### config.mk
export PLATFORM = sky130hd
export DESIGN_NAME = obstacle_track
export DESIGN_NICKNAME = d
export VERILOG_FILES = /design/src/rtl/obstacle_track.sv
export SDC_FILE = /design/constraint.sdc
export NUM_CORES = 1
export LEC_CHECK = 0
export CORE_MARGIN = 2
export CORE_UTILIZATION = 55
export CTS_CLUSTER_DIAMETER = 100
export DETAILED_ROUTE_END_ITERATION = 7
export PLACE_DENSITY = 0.75
export SLEW_MARGIN = 20
export SYNTH_ARGS = -nofsm -noshare
export SYNTH_HDL_FRONTEND = slang
export SYNTH_SLANG_ARGS = --single-unit
### constraint.sdc
create_clock -name Clk -period 7.5 [get_ports Clk]
set_input_delay 1.5 -clock Clk [delete_from_list [all_inputs] [get_ports Clk]]
set_output_delay 1.5 -clock Clk [all_outputs]
set_load 0.005 [all_outputs]
### src/rtl/obstacle_track.sv
// Obstacle slot tracker: accepts spawn requests, scrolls live obstacles left,
// renders them as a palette-index stream and latches player overlap.
module obstacle_track #(
    parameter int NSLOT = 4,
    parameter int CIDXW = 3,
    parameter int X_START = 750,
    parameter int X_END = 170,
    parameter int OBS_W = 16,
    parameter int OBS_H = 16,
    parameter int SPEED = 4,
    parameter int MIN_GAP = 96,
    parameter logic [CIDXW:0] OBS_COLOR = 4'b0100
) (
    input  logic             Clk,
    input  logic             Reset,
    input  logic [3:0]       state,
    input  logic             scroll_tick,
    input  logic             spawn_valid,
    input  logic [1:0]       spawn_loc,
    output logic             spawn_ready,
    input  logic [9:0]       hc,
    input  logic [9:0]       vc,
    input  logic             player_pix_on,
    output logic [CIDXW:0]   obs_pix,
    output logic             collision,
    output logic [2:0]       active_count
);

    localparam int IDXW = (NSLOT > 1) ? $clog2(NSLOT) : 1;
    localparam logic [9:0] X_ST = 10'(X_START);
    localparam logic [9:0] X_RETIRE = 10'(X_END + SPEED);
    localparam logic [9:0] GAP_X = 10'(X_START - MIN_GAP);
    localparam logic [9:0] SPD = 10'(SPEED);
    localparam logic [10:0] W_M1 = 11'(OBS_W - 1);
    localparam logic [9:0] H_M1 = 10'(OBS_H - 1);

    logic [NSLOT-1:0] valid_q, valid_d;
    logic [9:0]       x_q [NSLOT];
    logic [9:0]       x_d [NSLOT];
    logic [1:0]       loc_q [NSLOT];
    logic [1:0]       loc_d [NSLOT];
    logic [9:0]       newest_x_q, newest_x_d;

    logic            running, title;
    logic            free_found;
    logic [IDXW-1:0] free_idx;
    logic            accept, alloc, do_scroll;
    logic            any_hit;
    logic [3:0]      pop;

    // Top row of each lane; lanes are stacked upward from the ground line.
    function automatic logic [9:0] band_top(input logic [1:0] loc);
        unique case (loc)
            2'd2:    band_top = 10'd268;
            2'd3:    band_top = 10'd244;
            default: band_top = 10'd292;
        endcase
    endfunction

    assign running = (state >= 4'd5) && (state <= 4'd10);
    assign title = (state == 4'd0);

    always_comb begin
        free_found = 1'b0;
        free_idx = '0;
        for (int i = NSLOT - 1; i >= 0; i--) begin
            if (!valid_q[i]) begin
                free_found = 1'b1;
                free_idx = IDXW'(i);
            end
        end
    end

    assign spawn_ready = running
                       && (free_found || spawn_loc == 2'd0)
                       && (!(|valid_q) || newest_x_q <= GAP_X);
    assign accept = spawn_valid && spawn_ready;
    assign alloc = accept && (spawn_loc != 2'd0);
    assign do_scroll = scroll_tick && running;

    // Allocation uses the pre-scroll free map, so a slot retiring this
    // cycle only becomes available on the next one.
    always_comb begin
        valid_d = valid_q;
        newest_x_d = newest_x_q;
        for (int i = 0; i < NSLOT; i++) begin
            x_d[i] = x_q[i];
            loc_d[i] = loc_q[i];
        end
        if (title) begin
            valid_d = '0;
            newest_x_d = '0;
            for (int i = 0; i < NSLOT; i++) begin
                x_d[i] = '0;
                loc_d[i] = '0;
            end
        end else begin
            for (int i = 0; i < NSLOT; i++) begin
                if (do_scroll && valid_q[i]) begin
                    if (x_q[i] >= X_RETIRE)
                        x_d[i] = x_q[i] - SPD;
                    else
                        valid_d[i] = 1'b0;
                end
                if (alloc && free_idx == IDXW'(i)) begin
                    valid_d[i] = 1'b1;
                    x_d[i] = X_ST;
                    loc_d[i] = spawn_loc;
                end
            end
            if (alloc)
                newest_x_d = X_ST;
            else if (do_scroll)
                newest_x_d = (newest_x_q >= SPD) ? newest_x_q - SPD : '0;
        end
    end

    always_comb begin
        any_hit = 1'b0;
        for (int i = 0; i < NSLOT; i++) begin
            if (valid_q[i]
                && {1'b0, hc} >= {1'b0, x_q[i]}
                && {1'b0, hc} <= {1'b0, x_q[i]} + W_M1
                && vc >= band_top(loc_q[i])
                && vc <= band_top(loc_q[i]) + H_M1)
                any_hit = 1'b1;
        end
    end

    always_comb begin
        pop = '0;
        for (int i = 0; i < NSLOT; i++)
            pop = pop + 4'(valid_q[i]);
    end

    always_ff @(posedge Clk or posedge Reset) begin
        if (Reset) begin
            valid_q <= '0;
            newest_x_q <= '0;
            for (int i = 0; i < NSLOT; i++) begin
                x_q[i] <= '0;
                loc_q[i] <= '0;
            end
        end else begin
            valid_q <= valid_d;
            newest_x_q <= newest_x_d;
            for (int i = 0; i < NSLOT; i++) begin
                x_q[i] <= x_d[i];
                loc_q[i] <= loc_d[i];
            end
        end
    end

    always_ff @(posedge Clk or posedge Reset) begin
        if (Reset) begin
            obs_pix <= '0;
            collision <= 1'b0;
            active_count <= '0;
        end else begin
            obs_pix <= (running && any_hit) ? OBS_COLOR : '0;
            if (title)
                collision <= 1'b0;
            else if (running && obs_pix != '0 && player_pix_on)
                collision <= 1'b1;
            active_count <= 3'(pop);
        end
    end

endmodule

==> results of run 1 <==
[flip-flops by register name, summed over array words and instances (netlist names)]
signal and count:
collision 1, x_q 36, newest_x_q 9, active_count 3, obs_pix 1, loc_q 8, valid_q 4
[cell type report]
| cell class | count | area (um^2) | area share [%] |
|---|---|---|---|
| flip-flops and latches | 62 | 1551 | 21.19 |
| clock inverters | 5 | 52.55 | 0.7177 |
| repair buffers | 40 | 390.4 | 5.332 |
| clock buffers | 9 | 225.2 | 3.076 |
| multi-input cells | 605 | 4706 | 64.27 |
| well taps | 143 | 178.9 | 2.444 |
| inverters | 58 | 217.7 | 2.973 |
[cells in the final DEF (no fill, tap or decap), types with 4 or more instances in the layout]
| master | Yosys | routed |
|---|---|---|
| a31oi_1 | 12 | 12 |
| o31a_1 | 8 | 8 |
| a211o_1 | 6 | 6 |
| o21ai_0 | 41 | 41 |
| mux2i_1 | 12 | 12 |
| nand3_1 | 21 | 21 |
| inv_1 | 57 | 56 |
| a211oi_1 | 10 | 10 |
| conb_1 | 2 | 7 |
| nor2b_1 | 5 | 5 |
| a21oi_1 | 60 | 60 |
| clkbuf_16 | 0 | 9 |
| nand2b_1 | 10 | 10 |
| o32ai_1 | 5 | 5 |
| o21a_1 | 10 | 10 |
| nor3_1 | 18 | 18 |
| nand4b_1 | 4 | 4 |
| dfrtp_1 | 62 | 62 |
| buf_4 | 3 | 4 |
| clkdlybuf4s50_1 | 0 | 36 |
| a2111oi_0 | 5 | 5 |
| nor4_1 | 11 | 10 |
| or3_1 | 13 | 13 |
| nor2_1 | 32 | 32 |
| nand4_1 | 16 | 16 |
| nand2_1 | 50 | 50 |
| o211ai_1 | 6 | 6 |
| a21o_1 | 13 | 13 |
| ha_1 | 132 | 132 |
| nor4b_1 | 5 | 5 |
| xnor2_1 | 40 | 40 |
[power by group through the flow]
stage	Sequential, mW	Clock [mW]	Combinational [mW]
floorplan	0.516	0	0.833
global placement	0.587	0	0.984
detailed placement	0.593	0	1.04
CTS	0.588	0.402	1.05
global route	0.610	0.419	1.19
finish	0.593	0.398	1.05
[tightest hold or removal path: stages (launching register included)]
cell,delay [ns]
dfrtp_1,0.36
a31oi_1,0.05
nor2_1,0.08
[cells by family (layout without fill, tap and decap cells)]
group,after synthesis,in the layout
other,2,7
XOR/XNOR,40,40
AND/OR/NAND/NOR,204,204
multiplexers,14,14
buffers and inverters,88,112
AO/OA/AOI/OAI,207,207
flip-flops,62,62
adder cells (fa/ha/maj),133,133
[per-stage QoR]
step	utilization, %	instance area (um^2)
2_1_floorplan	-	6615
3_3_place_gp	60.91	7044
3_5_place_dp	60.91	7044
4_1_cts	63.31	7322
5_1_grt	63.31	7322
6_report	63.31	7322
[final timing paths]
kind                            from             to  slack [ns]  cells past startpoint
max                         state[3]    spawn_ready        2.59                      5
min                        collision      collision        0.54                      2
max reg2reg                   x_q[3]     obs_pix[2]        4.18                     13
min reg2reg                collision      collision        0.54                      2
max in group asynchronous      Reset         x_q[5]        5.27                      3
min in group asynchronous      Reset  newest_x_q[5]        1.71                      3
[per-layer routing]
metal	part of all wire, %	vias to the layer above	track usage, %
met5	0	-	0
met4	3.6	0	12.44
met3	5.6	41	3.348
met2	45	179	44.67
met1	46	2852	37.69
li1	-	2814	-
==> results.json, run 1 <==
{
  "report.final.slew_viol_count": 0,
  "finalSetupViolCount": 0,
  "drt_first_pass_iters": 7,
  "synth_compound_area_share_pct": 20.98,
  "worstSetupStartpointType": "primary input",
  "vias": 5886,
  "final-instance-count-excl-fill": 922,
  "numCtsBuffers": 9,
  "grt_max_degree": 63,
  "grt_pass1_wl_mm": 28.68,
  "fillers": 949,
  "synth_top_area_share_pct": 25.04,
  "arrival_ns": 3.41,
  "postSynthCellCount": 750,
  "start_util_pct": 57.04,
  "ys_seq_elements": 62,
  "die_h_um": 113.5,
  "max_stage_delay_ns": 0.53,
  "max_slew_margin_pct": 46.91,
  "path_clk_slew_ns": 0.05,
  "nNetsFinal": 940,
  "critPathKind": "primary input to primary output",
  "place.detailed.hpwl_mm": 13.05,
  "post-place-ws_ns": 2.607,
  "hold_class": "flip-flop to flip-flop",
  "synth_area_leaders": "ha_1 25%, dfrtp_1 24%, xnor2_1 5.3%",
  "io_buffer_count": 36,
  "cts-hold-fix-buffers": 0,
  "post_cts_buffers": 0,
  "wl_per_cell_um": 18.87,
  "synth_adder_area_share_pct": 25.34,
  "power_switching_share_pct": 43.38,
  "post-route-period-util_pct": 65.51,
  "grt_pass1_vias": 5893,
  "core_area_um2": 11560,
  "cts-resized-gates": 0,
  "synthMuxAreaShare_pct": 2.162,
  "yosys.area_share.simple_pct": 17.05,
  "routabilityCongestion": 0.9143,
  "cts.sinks": 62,
  "timing.hold.ws_ns": 0.5441,
  "p_switching_uw": 884.5,
  "clk_latency_ns": 0.34,
  "fin_ws_ns": 2.587,
  "ant_nets": 0,
  "io_pins": 40,
  "syn_avg_cell_area_um2": 8.795,
  "synth-edff-count": 0,
  "finalWirelength_mm": 17.40,
  "drive_gt1_share_pct": 4.878,
  "synthMostInstantiatedCell": "ha_1",
  "crit_family": "buffers and inverters",
  "cp_cell_sequence": "clkdlybuf4s50_1 -> a21bo_1 -> o22ai_4 -> o211a_1 -> clkdlybuf4s50_1",
  "antenna_cells": 0,
  "end_kind": "primary output",
  "synth_ff_type": "dfrtp_1",
  "cts_tree": "done",
  "p_int_mw": 1.155,
  "tightest_slew_ns": 0.7963,
  "area_delta_synth_final_pct": 11.00,
  "cp_slowest_cell": "clkdlybuf4s50_1",
  "track_usage_pct": 27.76,
  "placementRows": 39,
  "via_per_inst": 6.384,
  "power.total_mw": 2.039,
  "grt_antenna_before_repair": 0,
  "maxCapViolations": 0,
  "fin_crit_ns": 4.913,
  "pwr_density_cell_nw_per_um2": 278.5,
  "yosysWarnings": 0,
  "status": "completed",
  "ir_drop_v": 0.0001667,
  "die_area_um2": 12890,
  "yosysSeqAreaShare_pct": 23.52,
  "setup_tns_ns": 0,
  "synthArstFlopShare_pct": 100.0,
  "p_clk_share_pct": 19.5,
  "synth_top_area_cell": "ha_1",
  "final_hold_viol_count": 0,
  "place_inst": 908,
  "synth_cell_types": 67,
  "worst_ep_required_time_ns": 6.00,
  "netlist_top_cells_count": "132 x ha_1, 62 x dfrtp_1, 60 x a21oi_1, 57 x inv_1, 50 x nand2_1",
  "cpMostUsedCell": "clkdlybuf4s50_1",
  "root_buffer": "clkbuf_16",
  "max_freq_ghz": 0.2035,
  "grt.overflow.total": 0,
  "drc": 0,
  "finClkSkew_ns": 0.01025,
  "synth_area_um2": 6596,
  "rsz0062_at_grt": "no",
  "drt_iter0_markers": 389,
  "synthXorXnorAreaFrac_pct": 5.311,
  "clockBufferDepth": 2,
  "leakagePower_nw": 3.275,
  "synth_top_family_by_area": "adder cells",
  "cp_max_fo": 10,
  "p_seq_share_pct": 29.1,
  "htree_levels": 3,
  "die_x_um": 113.5,
  "comb_power_share_pct": 51.4,
  "critPathBufInv": 2
}
(Power assumes the default switching activity.)
==> inputs of run 2 (changes only) <==
PLACE_DENSITY = 0.78   (was 0.75)
clock period = 4.5 ns   (was 7.5 ns; I/O delays follow)
==> run 2 against run 1 <==
Non-clock buffer count up 1. Final area up 0.43%. Sequential share of layout area down 0.090 points. First-iteration DRC count up 2.8%. Die area unchanged. Wire length up 0.22%. Clock skew up 0.00082 ns. Global-route usage up 0.28 points. Final cell count up 0.33%. Count of clock-buffer cells in the layout up 2. Register-to-register slack worse by 3.1 ns. Critical path depth unchanged. Critical path type unchanged.
==> results.json, run 2 (synthesized netlist as in run 1, its figures left out) <==
{
  "status": "completed",
  "routabilityCongestion": 0.9230,
  "reg_top3": "x_q (36), newest_x_q (9), loc_q (8)",
  "finalWirelength_mm": 17.44,
  "layout_commonest_cell": "ha_1",
  "track_usage_pct": 28.03,
  "placementRows": 39,
  "grt.overflow.total": 0,
  "finClkSkew_ns": 0.01107,
  "drt_iter0_markers": 400,
  "root_buffer": "clkbuf_16",
  "arrival_ns": 2.79,
  "wl_per_cell_um": 18.85,
  "cts-hold-fix-buffers": 0,
  "pwr_density_cell_nw_per_um2": 471.1,
  "drive_gt1_share_pct": 5.115,
  "start_util_pct": 57.04,
  "grt_max_degree": 37,
  "max_stage_delay_ns": 0.53,
  "post_cts_buffers": 0,
  "nNetsFinal": 941,
  "cts-resized-gates": 0,
  "grt_antenna_before_repair": 0,
  "place_area_um2": 7052,
  "r2r_setup_slack_ns": 1.10,
  "multi_input_comb_area_um2": 4706,
  "leakagePower_nw": 3.285,
  "io_pins": 40,
  "final_hold_viol_count": 0,
  "worst_ep_required_time_ns": 3.60,
  "rsz0062_at_grt": "no",
  "max_freq_ghz": 0.2707,
  "regArea_um2": 1551,
  "cts.sinks": 62,
  "die_x_um": 113.5,
  "largest_register_ffs": 36,
  "via_per_inst": 6.358,
  "critPathKind": "primary input to primary output",
  "ant_nets": 0,
  "path_clk_slew_ns": 0.05,
  "cpMostUsedCell": "clkdlybuf4s50_1",
  "grt_pass1_vias": 5918,
  "cts_tree": "done",
  "antenna_cells": 0,
  "numCtsBuffers": 9,
  "end_kind": "primary output",
  "grt_pass1_wl_mm": 28.77,
  "finalSetupViolCount": 0,
  "worstSetupStartpointType": "primary input",
  "die_h_um": 113.5,
  "die_area_um2": 12890,
  "io_buffer_count": 36,
  "maxCapViolations": 0,
  "fillers": 979,
  "core_area_um2": 11560,
  "most-common-layout-cells": "132 x ha_1, 62 x dfrtp_1, 60 x a21oi_1, 56 x inv_1, 50 x nand2_1",
  "largest_register": "x_q",
  "htree_levels": 3,
  "ir_drop_v": 0.0003311,
  "drt_first_pass_iters": 4,
  "cp_max_fo": 10,
  "hold_class": "flip-flop to flip-flop",
  "place.detailed.hpwl_mm": 13.12,
  "vias": 5881,
  "cp_cell_sequence": "clkdlybuf4s50_1 -> a21bo_1 -> o22ai_4 -> o211a_1 -> clkdlybuf4s50_1",
  "report.final.slew_viol_count": 0,
  "post-route-period-util_pct": 82.08,
  "utilization_pct": 63.58,
  "clockBufferDepth": 2,
  "area_delta_synth_final_pct": 11.48,
  "fin_crit_ns": 3.694,
  "drc": 0,
  "crit_family": "buffers and inverters",
  "cp_slowest_cell": "clkdlybuf4s50_1",
  "clk_latency_ns": 0.34,
  "fin_area_um2": 7353,
  "tightest_slew_ns": 0.7826,
  "critPathBufInv": 2,
  "max_slew_margin_pct": 47.75,
  "setup_tns_ns": 0
}
## run 2: changes by cell type in the layout (fill, tap and decap cells not counted)
cell / previous run / this run
clkinvlp_4: 1 / 2
clkinv_4: 0 / 1
clkbuf_8: 0 / 1
clkinv_2: 3 / 1
buf_4: 4 / 5
clkbuf_1: 0 / 1
## run 2: area by class of cell
| class | instances | share of cell area, % |
|---|---|---|
| multi-input combinational | 605 | 64.00 |
| sequential | 62 | 21.10 |
| timing repair buffer | 41 | 5.411 |
| clock buffer | 11 | 3.301 |
| inverter | 58 | 2.961 |
| tap | 143 | 2.433 |
| clock inverter | 5 | 0.7997 |
## run 2: worst paths after layout
check	start	end	cells past startpoint
max in group asynchronous	Reset	x_q[9]	3
max	state[3]	spawn_ready	5
min reg2reg	collision	collision	2
max reg2reg	x_q[3]	obs_pix[2]	13
min in group asynchronous	Reset	newest_x_q[6]	2
min	collision	collision	2
## run 2: layer usage
| metal | track usage [%] | vias to the layer above | part of all wire, % |
|---|---|---|---|
| met1 | 36.97 | 2827 | 45 |
| met3 | 3.135 | 40 | 5.7 |
| met5 | 0 | - | 0 |
| met4 | 13.50 | 0 | 3.5 |
| li1 | - | 2817 | - |
| met2 | 46.15 | 197 | 46 |
## run 2: worst reg2reg max path, cell delays in order, from the launching register on
cell and delay (ns):
dfrtp_1 0.43, inv_1 0.20, ha_1 0.24, a21boi_0 0.42, nor2_1 0.13, nand3_1 0.12, xnor2_1 0.14, ha_1 0.28
a21oi_1 0.18, o22ai_1 0.09, a2111oi_0 0.40, nor4_1 0.13, nor4_1 0.40, o41a_1 0.19
## run 2: metrics by stage
stage | worst slack [ns] | cells | hold slack (ns) | total power [mW]
after floorplan | 1.740 | 755 | 0.4730 | 2.249
after global routing | 0.7453 | 925 | 0.5531 | 3.745
after global placement | 0.8547 | 909 | 0.4945 | 2.610
final | 0.8063 | 925 | 0.5163 | 3.464
after CTS | 0.8194 | 925 | 0.5208 | 3.446
after detailed placement | 0.8315 | 909 | 0.4965 | 2.723
## run 2: power by group
part           total [mW]  leakage [nW]  switching [mW]  internal, mW
logic                1.77          2.34            1.00         0.770
registers           0.989         0.800           0.254         0.735
clock network       0.706         0.142           0.263         0.443
